### src/rtl/lfsr_mult_driver.sv
// Self-test driver for the shift-add multiplier: LFSR operand generation,
// start/busy handshake with watchdog, and MISR folding of returned products.
module lfsr_mult_driver #(
    parameter int               WIDTH   = 16,
    parameter logic [WIDTH-1:0] SEED    = 16'hACE1,
    parameter logic [WIDTH-1:0] POLY    = 16'hB400,
    parameter int               COUNT_W = 8,
    parameter int               TIMEOUT = 255
) (
    input  logic               clk,
    input  logic               rst,
    input  logic               go,
    input  logic [COUNT_W-1:0] num_ops,
    input  logic               seed_load,
    input  logic [WIDTH-1:0]   seed_in,
    output logic               mult_start,
    output logic [WIDTH-1:0]   m_out,
    output logic [WIDTH-1:0]   n_out,
    input  logic [WIDTH-1:0]   mult_prod,
    input  logic               mult_busy,
    output logic               run_busy,
    output logic               done,
    output logic               err_timeout,
    output logic [WIDTH-1:0]   last_prod,
    output logic [WIDTH-1:0]   signature,
    output logic [COUNT_W-1:0] op_count
);

    localparam int TIMER_W = $clog2(TIMEOUT + 1);

    typedef enum logic [2:0] {
        IDLE, GEN_M, GEN_N, ISSUE, WAIT_HI, WAIT_LO, CAPTURE, DONE
    } state_t;

    state_t             state, next_state;
    logic [WIDTH-1:0]   lfsr;
    logic [COUNT_W-1:0] num_ops_q;
    logic [COUNT_W-1:0] op_count_inc;
    logic [TIMER_W-1:0] timer;
    logic [TIMER_W-1:0] timer_inc;
    logic               timer_expired;
    logic               accept_go;
    logic               start_d, done_d, busy_d, abort_d;

    // Galois step in right-shift form; shared by the LFSR and the MISR.
    function automatic logic [WIDTH-1:0] step(input logic [WIDTH-1:0] x);
        return (x >> 1) ^ (x[0] ? POLY : '0);
    endfunction

    assign timer_inc     = timer + TIMER_W'(1);
    assign timer_expired = (timer_inc == TIMER_W'(TIMEOUT - 1));
    assign op_count_inc  = op_count + COUNT_W'(1);
    assign accept_go     = (state == IDLE) && !seed_load && go;

    always_ff @(posedge clk or posedge rst) begin
        if (rst) state <= IDLE;
        else     state <= next_state;
    end

    always_comb begin
        next_state = state;
        case (state)
            IDLE:    if (accept_go && num_ops != '0) next_state = GEN_M;
            GEN_M:   next_state = GEN_N;
            GEN_N:   next_state = ISSUE;
            ISSUE:   next_state = WAIT_HI;
            WAIT_HI: begin
                if (mult_busy)          next_state = WAIT_LO;
                else if (timer_expired) next_state = DONE;
            end
            WAIT_LO: begin
                if (!mult_busy)         next_state = CAPTURE;
                else if (timer_expired) next_state = DONE;
            end
            CAPTURE: next_state = (op_count_inc == num_ops_q) ? DONE : GEN_M;
            DONE:    next_state = IDLE;
            default: next_state = IDLE;
        endcase
    end

    // Next values of the registered control outputs, derived from the transition.
    always_comb begin
        start_d = (next_state == ISSUE);
        busy_d  = (next_state != IDLE);
        done_d  = (next_state == DONE) || (accept_go && num_ops == '0);
        abort_d = ((state == WAIT_HI) && !mult_busy && timer_expired) ||
                  ((state == WAIT_LO) &&  mult_busy && timer_expired);
    end

    always_ff @(posedge clk or posedge rst) begin
        if (rst) begin
            lfsr        <= SEED;
            m_out       <= '0;
            n_out       <= '0;
            last_prod   <= '0;
            signature   <= '0;
            op_count    <= '0;
            num_ops_q   <= '0;
            timer       <= '0;
            mult_start  <= 1'b0;
            done        <= 1'b0;
            run_busy    <= 1'b0;
            err_timeout <= 1'b0;
        end else begin
            mult_start <= start_d;
            done       <= done_d;
            run_busy   <= busy_d;
            if (abort_d) err_timeout <= 1'b1;
            case (state)
                IDLE: begin
                    if (seed_load) begin
                        lfsr <= (seed_in == '0) ? SEED : seed_in;
                    end else if (go && num_ops != '0) begin
                        num_ops_q   <= num_ops;
                        signature   <= '0;
                        op_count    <= '0;
                        err_timeout <= 1'b0;
                    end
                end
                GEN_M: begin
                    m_out <= lfsr;
                    lfsr  <= step(lfsr);
                end
                GEN_N: begin
                    n_out <= lfsr;
                    lfsr  <= step(lfsr);
                end
                ISSUE:   timer <= '0;
                WAIT_HI: timer <= mult_busy ? '0 : timer_inc;
                WAIT_LO: timer <= timer_inc;
                CAPTURE: begin
                    last_prod <= mult_prod;
                    signature <= step(signature) ^ mult_prod;
                    op_count  <= op_count_inc;
                end
                default: ;
            endcase
        end
    end

endmodule

### config.mk
export PLATFORM = sky130hd
export DESIGN_NAME = lfsr_mult_driver
export DESIGN_NICKNAME = d
export VERILOG_FILES = /design/src/rtl/lfsr_mult_driver.sv
export SDC_FILE = /design/constraint.sdc
export NUM_CORES = 1
export LEC_CHECK = 0
export ABC_AREA = 0
export CAP_MARGIN = 20
export CELL_PAD_IN_SITES_DETAIL_PLACEMENT = 1
export CELL_PAD_IN_SITES_GLOBAL_PLACEMENT = 1
export CORE_UTILIZATION = 44
export CTS_BUF_LIST = sky130_fd_sc_hd__clkbuf_16
export CTS_CLUSTER_DIAMETER = 40
export DETAILED_ROUTE_END_ITERATION = 7
export DONT_BUFFER_PORTS = 1
export PLACE_DENSITY_LB_ADDON = 0.1
export SLEW_MARGIN = 15
export SYNTH_ARGS = -nofsm -noshare
export SYNTH_HDL_FRONTEND = slang
export SYNTH_SLANG_ARGS = --single-unit
### constraint.sdc
create_clock -name clk -period 3.6 [get_ports clk]
set_input_delay 0.72 -clock clk [delete_from_list [all_inputs] [get_ports clk]]
set_output_delay 0.72 -clock clk [all_outputs]
set_load 0.03 [all_outputs]
* Word level (Yosys, flattened, before mapping) *
Cells that the tools add are included.
W data, S select, Z words.

cells by class
  $add $sub $neg = 2
  equal/unequal tests = 14
  multiplexer cells = 23
  bitwise operators = 4
  reduce and logical (&&, ||, !) cells = 25

operator list
  kind                   count
  $mux W16               6
  $pmux W16 S2           2
  $xor A15 B16 Y16       2
  $mux W8                3
  $pmux W3 S8            1
  $pmux W8 S3            1
  $add A8 B1 Y8 const B  2
  $logic_not A16 Y1      1
  $pmux W8 S2            1
  $xor A16 B16 Y16       1
  $eq A3 B3 Y1 const B   5
  $mux W3                5
  $eq A3 B2 Y1 const B   3
  $logic_and A1 B1 Y1    9
  $eq A8 B8 Y1           1
  $eq A8 B8 Y1 const B   1
  $logic_not A8 Y1       1
  $reduce_bool A8 Y1     1
  $reduce_and A3 Y1      2
  $reduce_bool A3 Y1     2
  $mux W1                4
  $ne A2 B2 Y1 const B   2
  $reduce_bool A2 Y1     2
  $eq A3 B1 Y1 const B   1
  other kinds (7)        9

word-level totals
  bits in registers = 111
  input bits = 45
  output and inout port bits = 76
  word-level logic and storage cells = 81

* Logic depth before layout (Yosys ltp) *
  depth in word-level cells = 8
  depth in mapped cells = 9
  depth with buffers taken out = 7

* Worst setup path before layout *
No wires, ideal clock.

  path kind = input to register
  start = input port num_ops[0]
  end = register run_busy
  library setup time = 0.158 ns
  arrival = 2.035 ns
  required time = 3.442 ns
  setup slack = 1.407 ns
  cell stages on the path = 7
  buffers on the path = 1
  cells stage by stage = nor4_1 > nand2_1 > and2_1 > buf_2 > a21o_1 > a311oi_1 > nand4_1

between the ends
  word-level cells in the longest chain between the ends = 5

ends and longest elaborated chain
  element                 line  RTL
  start: declaration      13    input logic [COUNT_W-1:0] num_ops,
  $reduce_bool A8 Y1      63    IDLE: if (accept_go && num_ops != '0) next_state = GEN_M;
  $logic_and A1 B1 Y1     63
  $mux W3                 63
  $pmux W3 S8             62    case (state)
  $reduce_bool A3 Y1      84    busy_d = (next_state != IDLE);
  via busy_d              43    logic start_d, done_d, busy_d, abort_d;
  end signal: assignment  107   run_busy <= busy_d;
  end: declaration        21    output logic run_busy,

The timed path passes the listed nets, and every way through them passes these cells.
A chain may end at the register's enable or synchronous reset.

* Worst setup path in the final report *
  start = register op_count[0]
  end = register run_busy

between the ends
  word-level cells in the longest chain between the ends = 5

ends and longest elaborated chain
  element                   line  RTL
  start: declaration        26    output logic [COUNT_W-1:0] op_count
  start signal: assignment  134   op_count <= op_count_inc;
  $add A8 B1 Y8             52    assign op_count_inc = op_count + COUNT_W'(1);
  $eq A8 B8 Y1              75    CAPTURE: next_state = (op_count_inc == num_ops_q) ? DONE : GEN_M;
  $mux W3                   75
  $pmux W3 S8               62
  $reduce_bool A3 Y1        84
  via busy_d                43

The timed path passes the listed nets, and every way through them passes these cells.

==> flow_metrics.py <==
metrics = {
    "finish": {
        "fin_nets": 529,
        "syn_to_final_growth_pct": 7.99,
        "diodes": 0,
        "stdcell_area_mm2": 0.00550,
        "final_cells": 626,
        "drive_above_1_share": 0.154,
    },
    "sta": {
        "period_needed_ps": 2300,
        "skew_ps": 9.78,
        "grt_setup_unrepaired": "no",
        "timing.slew.headroom": 0.435,
        "period_share": 0.640,
        "setup_tns_ps": 0,
        "fmax_ghz": 0.434,
        "worst_slew_pin_slew_ps": 847,
        "drv_slew": 0,
        "hold_viol": 0,
        "setup_viol": 0,
    },
    "setup_path": {
        "critPathKind": "reg2reg",
        "start_kind": "flop",
        "crit_path_end_kind": "flop",
        "worst-r2r-cell-count": 7,
        "required_ps": 3870,
        "critPathArrivalTime_ps": 2580,
        "critPathMaxFanout": 8,
    },
    "detailed_routing": {
        "drtIter0Drc": 109,
        "wirelength_um": 12300,
        "drt-met1-wl_um": 5260,
        "wl_per_cell_um": 19.6,
        "avgViaCountPerCell": 5.67,
        "met2_length_um": 6000,
        "top_layer_used": "met4",
        "wl_met3_um": 902,
        "drc_errors": 0,
        "drtAntennaViolNets": 0,
        "dr.pass1.iters": 4,
        "vias": 3551,
    },
    "synth": {
        "syn_nets": 537,
        "synth_edf_count": 0,
        "synth_top_area_cell": "dfrtp_1",
        "seq_area_frac_synth": 0.548,
        "synth_warnings": 0,
        "yosysUniqueCellTypes": 53,
        "async_reset_ff_frac": 1.00,
        "netlist_top_cells_area": "dfrtp_1 51%, mux2_2 8.4%, nand2_1 7.7%",
        "ys_ff_latch": 111,
        "synthesis.area_mm2": 0.00509,
        "yosysMostFrequentCell": "nand2_1",
        "netlist_top_cells_count": "104 x nand2_1, 103 x dfrtp_1, 45 x o21ai_0",
        "syn_area_per_cell_um2": 10.4,
        "synth_ff_type": "dfrtp_1",
        "synth_cells": 489,
        "synth_top_area_share": 0.507,
    },
    "pwr": {
        "p_per_area_mw_per_mm2": 959,
        "clock_power_share": 0.177,
        "switchingPower_mw": 2.36,
        "p_int_mw": 2.92,
        "p_seq_frac": 0.554,
        "swShare": 0.447,
        "leakagePower_nw": 2.42,
        "ir_worst_vdd_mv": 0.375,
        "combPwrFrac": 0.269,
    },
    "clocking": {
        "tritoncts": "built",
        "root_buffer": "clkbuf_16",
        "cts_buffers": 9,
        "cts_hold_buf": 0,
        "clockBufferDepth": 2,
        "insertion_delay_ps": 350,
        "cts_resized": 0,
        "post-cts-setup-buffers": 0,
        "clk_pin_slew_ps": 80,
        "clock-sinks": 111,
        "htreeDepth": 3,
    },
    "floorplanning": {
        "die_x_um": 110,
        "fp.dieArea_mm2": 0.0120,
        "fp.dieH_um": 110,
        "io_pins": 121,
        "start_util": 0.461,
        "core_area_mm2": 0.0110,
        "row_count": 38,
    },
    "global_routing": {
        "grtUsageTotal": 0.218,
        "grt_pass1_vias": 3892,
        "antenna_found_initial": 0,
        "grt_pass1_wl_um": 20100,
        "overflow": 0,
        "grt_max_degree": 79,
    },
    "placement": {
        "place_inst": 610,
        "placed_area_mm2": 0.00522,
        "place_congestion": 0.781,
        "portBuffers": 0,
        "dp_hpwl_um": 8440,
    },
    "run_status": {
        "status": "finished, final reports clean",
    },
    "job": {
        "maxCapViolCount": 0,
    },
    "min_path": {
        "hold_class": "in2async",
    },
}
-- sequential cells by signal (all words and copies together) (netlist names) --
register and count:
done 1, err_timeout 1, last_prod 16, lfsr 16
m_out 16, mult_start 1, n_out 16, num_ops_q 8
op_count 8, run_busy 1, signature 16, state 3
timer 8
-- per-stage QoR --
step / hold slack (ps) / power (mW) / util / setup WS, ps
floorplan: 456 / 3.97 / - / 1410
global placement: 478 / 4.30 / 0.473 / 1210
detailed placement: 511 / 4.39 / 0.473 / 1150
CTS: 375 / 5.34 / 0.498 / 1240
global route: 412 / 5.64 / 0.498 / 1030
finish: 358 / 5.27 / 0.498 / 1300
-- path summary, 6_finish.rpt --
check | from | end | slack, ps
worst max register to register | op_count[0] | run_busy | 1300
worst max-delay path | op_count[0] | run_busy | 1300
worst min register to register | timer[7] | timer[7] | 520
worst min-delay path | rst | last_prod[4] | 360
max in group asynchronous | rst | lfsr[13] | 2370
min in group clk | mult_prod[8] | last_prod[8] | 470
-- cells in the final DEF, fill, tap and decap left out, drive strengths merged, types with 3 or more instances in the layout --
cell type  count
a21oi          8
a22oi         10
o22ai          3
ha             3
nor2          20
nor3           7
o21ai         47
mux2          38
xnor2         23
or3            6
dfrtp        103
nand4          5
inv           12
and2           4
clkbuf         9
xor2           9
a22o           3
nor2b          5
nor4           6
nand3          8
buf            7
nand2        104
clkinvlp       4
dfstp          8
-- final cells by class --
type	count	area (um2)
inverters	10	41.3
repair buffers	7	65.1
well taps	140	175
fillers	1227	5540
multi-input cells	342	2150
flip-flops and latches	111	2790
clock inverters	7	47.5
clock buffers	9	225
-- kinds of logic (layout without fill, tap and decap cells) --
kind of cell / count (synthesis) / after routing / share of synthesized area
DFF: 111 / 111 / 0.548
and+or+nand+nor: 175 / 175 / 0.157
xor gates and xnor gates: 33 / 33 / 0.0595
adders and majority gates: 3 / 3 / 0.00738
buffers and inverters: 36 / 33 / 0.0295
muxes: 38 / 38 / 0.0841
AOI/OAI and AO/OA: 93 / 93 / 0.115
-- critical path: stages (launching register included) --
cell	delay [ps]
dfrtp_1	680
ha_1	370
nand3_1	200
o311ai_0	340
a21oi_1	80
nor3_1	290
nand2_1	150
nand4_1	120
-- routing by layer --
layer  up-vias  GRT usage
met4         0     0.0562
met1      1790      0.283
met2        90      0.354
li1       1664          -
met3         7     0.0670
met5         -          0
-- power groups by stage --
| stage | combinational, mW | sequential, mW | clock, mW |
|---|---|---|---|
| 2_1_floorplan | 1.23 | 2.74 | 0 |
| 3_3_place_gp | 1.37 | 2.93 | 0 |
| 3_5_place_dp | 1.44 | 2.95 | 0 |
| 4_1_cts | 1.45 | 2.93 | 0.963 |
| 5_1_grt | 1.62 | 3.00 | 1.01 |
| 6_report | 1.42 | 2.92 | 0.935 |
Note: power is estimated with default switching activity, not from simulation.
